`src/rtl/alu_exec_unit.sv`:
```
// Two-stage integer ALU execute unit: S1 holds the issued payload, S2 holds the result
// until the writeback port grants it. Younger-than-branch entries are squashed on mispredict.
module alu_exec_unit #(
  parameter int ROB_W  = 5,
  parameter int PREG_W = 7,
  parameter int XLEN   = 32
) (
  input  logic              clk,
  input  logic              reset,
  input  logic              issue_valid,
  output logic              fu_ready,
  input  logic [3:0]        issue_op,
  input  logic [XLEN-1:0]   issue_src1,
  input  logic [XLEN-1:0]   issue_src2,
  input  logic [XLEN-1:0]   issue_imm,
  input  logic              issue_use_imm,
  input  logic [XLEN-1:0]   issue_pc,
  input  logic [ROB_W-1:0]  issue_rob_tag,
  input  logic [PREG_W-1:0] issue_pd,
  input  logic [ROB_W-1:0]  rob_head,
  input  logic              mispredict,
  input  logic [ROB_W-1:0]  mispredict_tag,
  input  logic              wb_grant,
  output logic              fu_alu_done,
  output logic [ROB_W-1:0]  rob_fu_alu,
  output logic [PREG_W-1:0] p_alu_out,
  output logic [XLEN-1:0]   data_alu_out
);

  localparam logic [3:0] OP_ADD   = 4'd0;
  localparam logic [3:0] OP_SUB   = 4'd1;
  localparam logic [3:0] OP_SLL   = 4'd2;
  localparam logic [3:0] OP_SLT   = 4'd3;
  localparam logic [3:0] OP_SLTU  = 4'd4;
  localparam logic [3:0] OP_XOR   = 4'd5;
  localparam logic [3:0] OP_SRL   = 4'd6;
  localparam logic [3:0] OP_SRA   = 4'd7;
  localparam logic [3:0] OP_OR    = 4'd8;
  localparam logic [3:0] OP_AND   = 4'd9;
  localparam logic [3:0] OP_LUI   = 4'd10;
  localparam logic [3:0] OP_AUIPC = 4'd11;

  logic              s1_valid_q, s1_valid_d;
  logic [3:0]        s1_op_q;
  logic [XLEN-1:0]   s1_a_q, s1_b_q, s1_imm_q, s1_pc_q;
  logic [ROB_W-1:0]  s1_tag_q;
  logic [PREG_W-1:0] s1_pd_q;

  logic              s2_valid_q, s2_valid_d;
  logic [ROB_W-1:0]  s2_tag_q;
  logic [PREG_W-1:0] s2_pd_q;
  logic [XLEN-1:0]   s2_data_q;

  logic              s2_free, fire, s1_load, s2_load;
  logic              kill_issue, kill_s1, kill_s2;
  logic [4:0]        shamt;
  logic [XLEN-1:0]   result;

  // Age is the distance from the ROB head, so it stays correct across tag wrap-around.
  function automatic logic [ROB_W-1:0] age(input logic [ROB_W-1:0] t, input logic [ROB_W-1:0] h);
    return t - h;
  endfunction

  assign kill_issue = mispredict && (age(issue_rob_tag, rob_head) > age(mispredict_tag, rob_head));
  assign kill_s1    = mispredict && s1_valid_q && (age(s1_tag_q, rob_head) > age(mispredict_tag, rob_head));
  assign kill_s2    = mispredict && s2_valid_q && (age(s2_tag_q, rob_head) > age(mispredict_tag, rob_head));

  assign s2_free  = !s2_valid_q || wb_grant;
  assign fu_ready = !s1_valid_q || s2_free;
  assign fire     = issue_valid && fu_ready;
  assign shamt    = s1_b_q[4:0];

  always_comb begin
    result = '0;
    case (s1_op_q)
      OP_ADD:   result = s1_a_q + s1_b_q;
      OP_SUB:   result = s1_a_q - s1_b_q;
      OP_SLL:   result = s1_a_q << shamt;
      OP_SLT:   result = {{(XLEN-1){1'b0}}, ($signed(s1_a_q) < $signed(s1_b_q))};
      OP_SLTU:  result = {{(XLEN-1){1'b0}}, (s1_a_q < s1_b_q)};
      OP_XOR:   result = s1_a_q ^ s1_b_q;
      OP_SRL:   result = s1_a_q >> shamt;
      OP_SRA:   result = $signed(s1_a_q) >>> shamt;
      OP_OR:    result = s1_a_q | s1_b_q;
      OP_AND:   result = s1_a_q & s1_b_q;
      OP_LUI:   result = s1_b_q;
      OP_AUIPC: result = s1_pc_q + s1_imm_q;
      default:  result = '0;
    endcase
  end

  always_comb begin
    s1_valid_d = s1_valid_q;
    s2_valid_d = s2_valid_q;
    s2_load    = 1'b0;
    s1_load    = fire && !kill_issue;
    // A firing issue always finds S1 empty or vacating, so it simply replaces it.
    if (fire)
      s1_valid_d = !kill_issue;
    else if (s2_free || kill_s1)
      s1_valid_d = 1'b0;
    if (s1_valid_q && s2_free) begin
      s2_load    = !kill_s1;
      s2_valid_d = !kill_s1;
    end else if (wb_grant || kill_s2) begin
      s2_valid_d = 1'b0;
    end
  end

  always_ff @(posedge clk or posedge reset) begin
    if (reset) begin
      s1_valid_q <= 1'b0;
      s1_op_q    <= '0;
      s1_a_q     <= '0;
      s1_b_q     <= '0;
      s1_imm_q   <= '0;
      s1_pc_q    <= '0;
      s1_tag_q   <= '0;
      s1_pd_q    <= '0;
      s2_valid_q <= 1'b0;
      s2_tag_q   <= '0;
      s2_pd_q    <= '0;
      s2_data_q  <= '0;
    end else begin
      s1_valid_q <= s1_valid_d;
      s2_valid_q <= s2_valid_d;
      if (s1_load) begin
        s1_op_q  <= issue_op;
        s1_a_q   <= issue_src1;
        s1_b_q   <= issue_use_imm ? issue_imm : issue_src2;
        s1_imm_q <= issue_imm;
        s1_pc_q  <= issue_pc;
        s1_tag_q <= issue_rob_tag;
        s1_pd_q  <= issue_pd;
      end
      if (s2_load) begin
        s2_tag_q  <= s1_tag_q;
        s2_pd_q   <= s1_pd_q;
        s2_data_q <= (s1_pd_q == '0) ? '0 : result;
      end
    end
  end

  assign fu_alu_done  = s2_valid_q;
  assign rob_fu_alu   = s2_tag_q;
  assign p_alu_out    = s2_pd_q;
  assign data_alu_out = s2_data_q;

endmodule

```
`config.mk`:
```
export PLATFORM = sky130hd
export DESIGN_NAME = alu_exec_unit
export DESIGN_NICKNAME = d
export VERILOG_FILES = /design/src/rtl/alu_exec_unit.sv
export SDC_FILE = /design/constraint.sdc
export NUM_CORES = 1
export LEC_CHECK = 0
export BUFFER_PORTS_ARGS = -buffer_cell sky130_fd_sc_hd__buf_2
export CORE_UTILIZATION = 55
export DETAILED_ROUTE_END_ITERATION = 7
export GPL_ROUTABILITY_DRIVEN = 1
export PLACE_DENSITY = 0.76
export SYNTH_ARGS = -nofsm -noshare
export SYNTH_HDL_FRONTEND = slang
export SYNTH_SLANG_ARGS = --single-unit
```
`constraint.sdc`:
```
create_clock -name clk -period 12.72 [get_ports clk]
set_input_delay 1.908 -clock clk [delete_from_list [all_inputs] [get_ports clk]]
set_output_delay 1.908 -clock clk [all_outputs]
set_load 0.05 [all_outputs]
```
=== Yosys cells after proc, flatten, opt, wreduce, memory -nomap -nowiden ===
Cells that the tools add are included.

* Bits in registers: 190
* Logic and storage cells: 69
* Input port bits: 160

* Bitwise gates (word level): 3
* Add/subtract/negate cells: 7
* Order comparisons: 5
* Multiplexer cells: 8
* Equality and inequality tests: 11
* Shifts and indexed selects: 3
* Reductions and logical operators: 20

{| class="wikitable"
|+ Operator list
! kind !! number
|-
| case mux 32 bit (12 select lines) || 1
|-
| adder 32 bit || 2
|-
| less-than comparator 32 bit || 2
|-
| two-way mux 32 bit || 2
|-
| bitwise AND 32 bit || 1
|-
| bitwise OR 32 bit || 1
|-
| << shifter 32 x 5 -> 32 bit || 1
|-
| right shift 32 x 5 -> 32 bit || 1
|-
| >>> shifter 32 x 5 -> 32 bit || 1
|-
| subtractor 32 bit || 1
|-
| XOR 32 bit || 1
|-
| subtractor 5 bit || 4
|-
| equality test 4 x 3 -> 1 bit, second input constant || 4
|-
| equality test 4 bit, second input constant || 4
|-
| > comparator 5 bit || 3
|-
| equality test 4 x 2 -> 1 bit, second input constant || 2
|-
| logical AND 1 bit || 8
|-
| zero test 7 bit || 1
|-
| two-way mux 1 bit || 5
|-
| equality test 4 x 1 -> 1 bit, second input constant || 1
|-
| zero test 1 bit || 4
|-
| zero test 4 bit || 1
|-
| logical OR 1 bit || 4
|-
| nonzero test 2 bit || 2
|}

=== Depth between registers and ports, before layout ===
* Depth after elaboration: 6
* Gate-level depth with buffers: 18
* Mapped depth without buffers: 17

=== Worst setup path before layout ===
Ideal clock, no wire load.

* Path kind: input to register
* From: input port rob_head[1]
* To: register s2_data_q[24] (netlist: data_alu_out[24])
* Setup time: 138 ps
* Path buffers: 1
* Data arrival time: 4997 ps
* Cell stages on the path: 16
* Path slack: 7585 ps
* Cells stage by stage: inv_1 -> fa_1 -> a21o_1 -> a21oi_1 -> xnor2_1 -> ha_1 -> and3_1 -> o21a_1 -> o31ai_1 -> nand3_1 -> clkbuf_1 -> a211oi_1 -> o211ai_1 -> or3_1 -> nand4_1 -> o221ai_1

* Word-level cells in the longest chain between the ends: 5

{| class="wikitable"
|+ RTL lines
! element !! RTL line !! RTL
|-
| start: declaration || 20 || <nowiki>input logic [ROB_W-1:0] rob_head,</nowiki>
|-
| subtractor 5 bit || 61 || <nowiki>return t - h;</nowiki>
|-
| > comparator 5 bit * || 65 || <nowiki>assign kill_s1 = mispredict && s1_valid_q && (age(s1_tag_q, rob_head) > age(mispredict_tag, rob_head));</nowiki>
|-
| logical AND 1 bit * || 65 ||
|-
| zero test 1 bit * || 103 || <nowiki>s2_load = !kill_s1;</nowiki>
|-
| two-way mux 1 bit * || 102 || <nowiki>if (s1_valid_q && s2_free) begin</nowiki>
|-
| end signal: assignment || 139 || <nowiki>s2_data_q <= (s1_pd_q == '0) ? '0 : result;</nowiki>
|-
| end: declaration || 52 || <nowiki>logic [XLEN-1:0] s2_data_q;</nowiki>
|}

Every way passes the cells marked *; elsewhere a longest branch is shown, timed or not.
A chain may end at the register's enable or synchronous reset.

=== Final worst setup path ===
* From: input port rob_head[1]
* To: register s2_data_q[20] (netlist: data_alu_out[20])

The elaborated chain is that of the path after synthesis.

==> results by group <==
Worst setup path
  • Critical path type: input port to flip-flop
  • Worst Path Arrival: 5.98 ns
  • End point of the critical path: data_alu_out[20]
  • FF-to-FF Start: s1_a_q[11]
  • R2R Setup Slk: 7.99 ns
  • Crit path max fanout: 10
  • R2R depth: 12
  • Crit path required time: 13.07 ns
  • Reg-to-reg endpoint: data_alu_out[0]
  • CP endpoint kind: flip-flop
  • CP Launch Type: input port
  • Crit path from: rob_head[1]

Clocking
  • Post-CTS setup buffer count: 0
  • CTS Sinks: 190
  • CTS buffer count: 17
  • CTS resizes: 0
  • TritonCTS clock tree: yes
  • Clock Pin Slew Worst Setup and Hold Paths: 0.08 ns
  • Clk_lat worst skew: 0.48 ns
  • CTS Buffer Depth: 2
  • Root Buffer: clkbuf_16
  • Htree depth: 4
  • Hold_buf cts: 0

Power and ir drop
  • Clock Power Share: 9.2%
  • Leak pwr: 9.439 nW
  • Comb power frac: 71.9%
  • Peak supply drop: 0.0002299 V
  • P_int: 0.002728 W
  • P_sw: 0.003679 W
  • Switching Share: 57.42%
  • Total power: 0.006407 W
  • Power Density: 303.1 mW/mm^2
  • Flop pwr share: 18.9%

Routing
  • 1st-iter DRT viols: 2890
  • Via/cell ratio: 6.953
  • WL final: 80.90 mm
  • Number of nets with antenna violations after routing: 0
  • Routed via count: 19.98k
  • DRC Markers: 0
  • Drt wl/cell: 28.16 um
  • DRT Pass-1 Iters: 6

Synthesis
  • Post-synth ARST share: 100.0%
  • Mapped Nets: 2641
  • Syn Inst Count: 2298
  • Yosys top cell by area: dfrtp_1
  • Count leader, synth: nand2_1
  • Register bit total from synthesis: 190
  • EDFF count, synth: 0
  • Share of the synthesized area in the top cell type: 24.72%
  • Netlist cell types: 84
  • Ys flop type: dfrtp_1
  • Ranking of synthesized cells by area: dfrtp_1, ha_1, mux2_2
  • List of most frequent post-synthesis cells: nand2_1, a21oi_1, dfrtp_1, ha_1, nor2_1
  • Post-Syn Area: 0.01923 mm^2
  • Seq/Total Area, Yosys: 24.72%
  • Mean Syn Cell Area: 8.370 um^2
  • YS warnings: 0

Run status
  • Status: completed

Floorplan
  • Row Count: 68
  • Die Ht: 189 um
  • Die area: 0.03572 mm^2
  • I/O pin count: 206
  • Initial core utilization: 55.82%
  • Die Wd: 189 um
  • Core ar.: 0.03446 mm^2

Timing
  • Final Max Slew Viols: 0
  • Period utilization: 44.28%
  • Worst hold slack: 0.4834 ns
  • FMAX: 0.1775 GHz
  • Slew headroom: 15.96%
  • Final-report hold violation count: 0
  • Unrepaired setup endpoints after global routing: no
  • Min cycle time layout: 5.632 ns
  • Tightest Pin Transition: 1.261 ns
  • Setup Skew: 0.01621 ns
  • Setup tns final: 0 ns
  • Final setup violating endpoints: 0

Layout
  • Fraction of layout cells with a size suffix above 1: 18.46%
  • Layout area overhead: 9.901%
  • Final #Nets: 2746
  • Fin cells: 2873
  • Final core area utilization: 61.34%
  • FILL cells: 3095

Global route
  • Vias in the first global route: 18.77k
  • Largest net degree at the start of global routing: 129
  • Overall Global Routing Usage: 44.74%
  • First-pass GRT wire length: 118.7 mm
  • Gr ovfl total: 0
  • Initial antenna violation count: 3

Placement
  • Port bufs: 205
  • Cells after DPL: 2839
  • RePlAce Congestion: 1.050
  • Dpl hpwl: 60.15 mm

Worst hold path
  • HP Class: flip-flop to flip-flop

Flow run
  • Max cap viols: 0
state kept, by name, indices dropped and copies added, names as in the netlist:
name / flops
data_alu_out: 32
fu_alu_done: 1
s1_pd_q: 7
p_alu_out: 7
s1_imm_q: 32
s1_op_q: 4
s1_tag_q: 5
s1_b_q: 32
s1_valid_q: 1
s1_pc_q: 32
rob_fu_alu: 5
s1_a_q: 32
cell families (layout without fill, tap and decap cells):
| kind of cell | Yosys count | in the layout | share of synthesized area [%] |
|---|---|---|---|
| AOI/OAI and AO/OA | 771 | 771 | 26.26 |
| and+or+nand+nor | 611 | 611 | 14.39 |
| buffers and inverters | 275 | 393 | 5.478 |
| muxes | 226 | 226 | 15.06 |
| DFF | 190 | 190 | 24.72 |
| adders and majority gates | 183 | 183 | 12.18 |
| xor gates and xnor gates | 42 | 42 | 1.913 |
| other | 0 | 2 | 0 |
per-layer routing:
metal / global-route usage, % / wire length (um) / vias to the layer above
li1: - / - / 8722
met1: 55.92 / 30700 / 9579
met2: 68.99 / 35680 / 1346
met3: 10.66 / 8345 / 325
met4: 29.37 / 6156 / 4
met5: 0 / 24 / -
stage by stage:
stage	cell area, um^2	setup WS, ns
6_report	21140	7.088
5_1_grt	21130	6.785
4_1_cts	21130	7.180
3_5_place_dp	20530	6.707
3_3_place_gp	20530	6.812
2_1_floorplan	19230	5.642
worst max-delay path, cell delays in order:
cell and delay (ns):
buf_2 0.07, inv_1 0.17, fa_1 0.51, a21o_1 0.17, a21oi_1 0.17, xnor2_1 0.20, ha_1 0.30, and3_1 0.19
o21a_1 0.11, o31ai_1 0.42, nand4_1 0.66, a2111oi_0 0.56, o21ai_0 0.14, a221oi_1 0.28, a21oi_1 0.12
cell type report:
| type | count | area [um^2] | share of cell area, % |
|---|---|---|---|
| Timing Repair Buffer | 238 | 1274 | 6.026 |
| Multi-Input combinational cell | 1833 | 13450 | 63.64 |
| Antenna cell | 2 | 5.005 | 0.02368 |
| Sequential cell | 190 | 4762 | 22.53 |
| Clock inverter | 14 | 167.7 | 0.7932 |
| Clock buffer | 18 | 439.2 | 2.078 |
| Tap cell | 455 | 569.3 | 2.693 |
| Inverter | 123 | 469.2 | 2.220 |
power by group through the flow:
stage               clock (W)  sequential [W]  combinational (W)
floorplan                   0         0.00125            0.00293
global placement            0         0.00119            0.00434
detailed placement          0         0.00120            0.00440
CTS                  0.000590         0.00119            0.00443
global route         0.000612         0.00123            0.00486
finish               0.000587         0.00121            0.00461
worst min-delay path by stage:
| stage | from | endpoint | slack [ns] | cells after the start |
|---|---|---|---|---|
| floorplan | s1_pc_q[0] | s1_pc_q[0] | 0.48 | 1 |
| finish | data_alu_out[10] | data_alu_out[10] | 0.48 | 2 |
| global route | data_alu_out[10] | data_alu_out[10] | 0.52 | 2 |
| global placement | data_alu_out[10] | data_alu_out[10] | 0.46 | 2 |
| detailed placement | data_alu_out[10] | data_alu_out[10] | 0.47 | 2 |
| CTS | data_alu_out[10] | data_alu_out[10] | 0.49 | 2 |
placed cells by master, fill, tap and decap left out, types with 14 or more instances in the layout:
cell       Yosys  routed
o22ai_1       22      22
a211oi_1      33      33
o21a_1        16      16
mux4_2        41      41
buf_4          1      33
o211ai_1      34      34
nor2_1       175     174
nand3_1       33      32
nand2b_1      21      21
nor3_1        30      29
a21o_1        39      39
clkbuf_16      0      17
xnor2_1       29      29
a31oi_1       36      36
a22o_1        17      17
a2111oi_0     17      17
nand2_1      236     235
buf_2         14     205
nand4_1       14      14
o21bai_1      16      16
a221oi_1      17      17
mux2_2        97      97
nor4_1        15      14
o21ai_0      170     170
dfrtp_1      190     186
o221ai_1      19      19
inv_1        120     118
ha_1         176     176
a21oi_1      196     196
a22oi_1       24      24
mux2i_1       88      88
nor2b_1       24      24
Power figures use the tool's default switching activity.
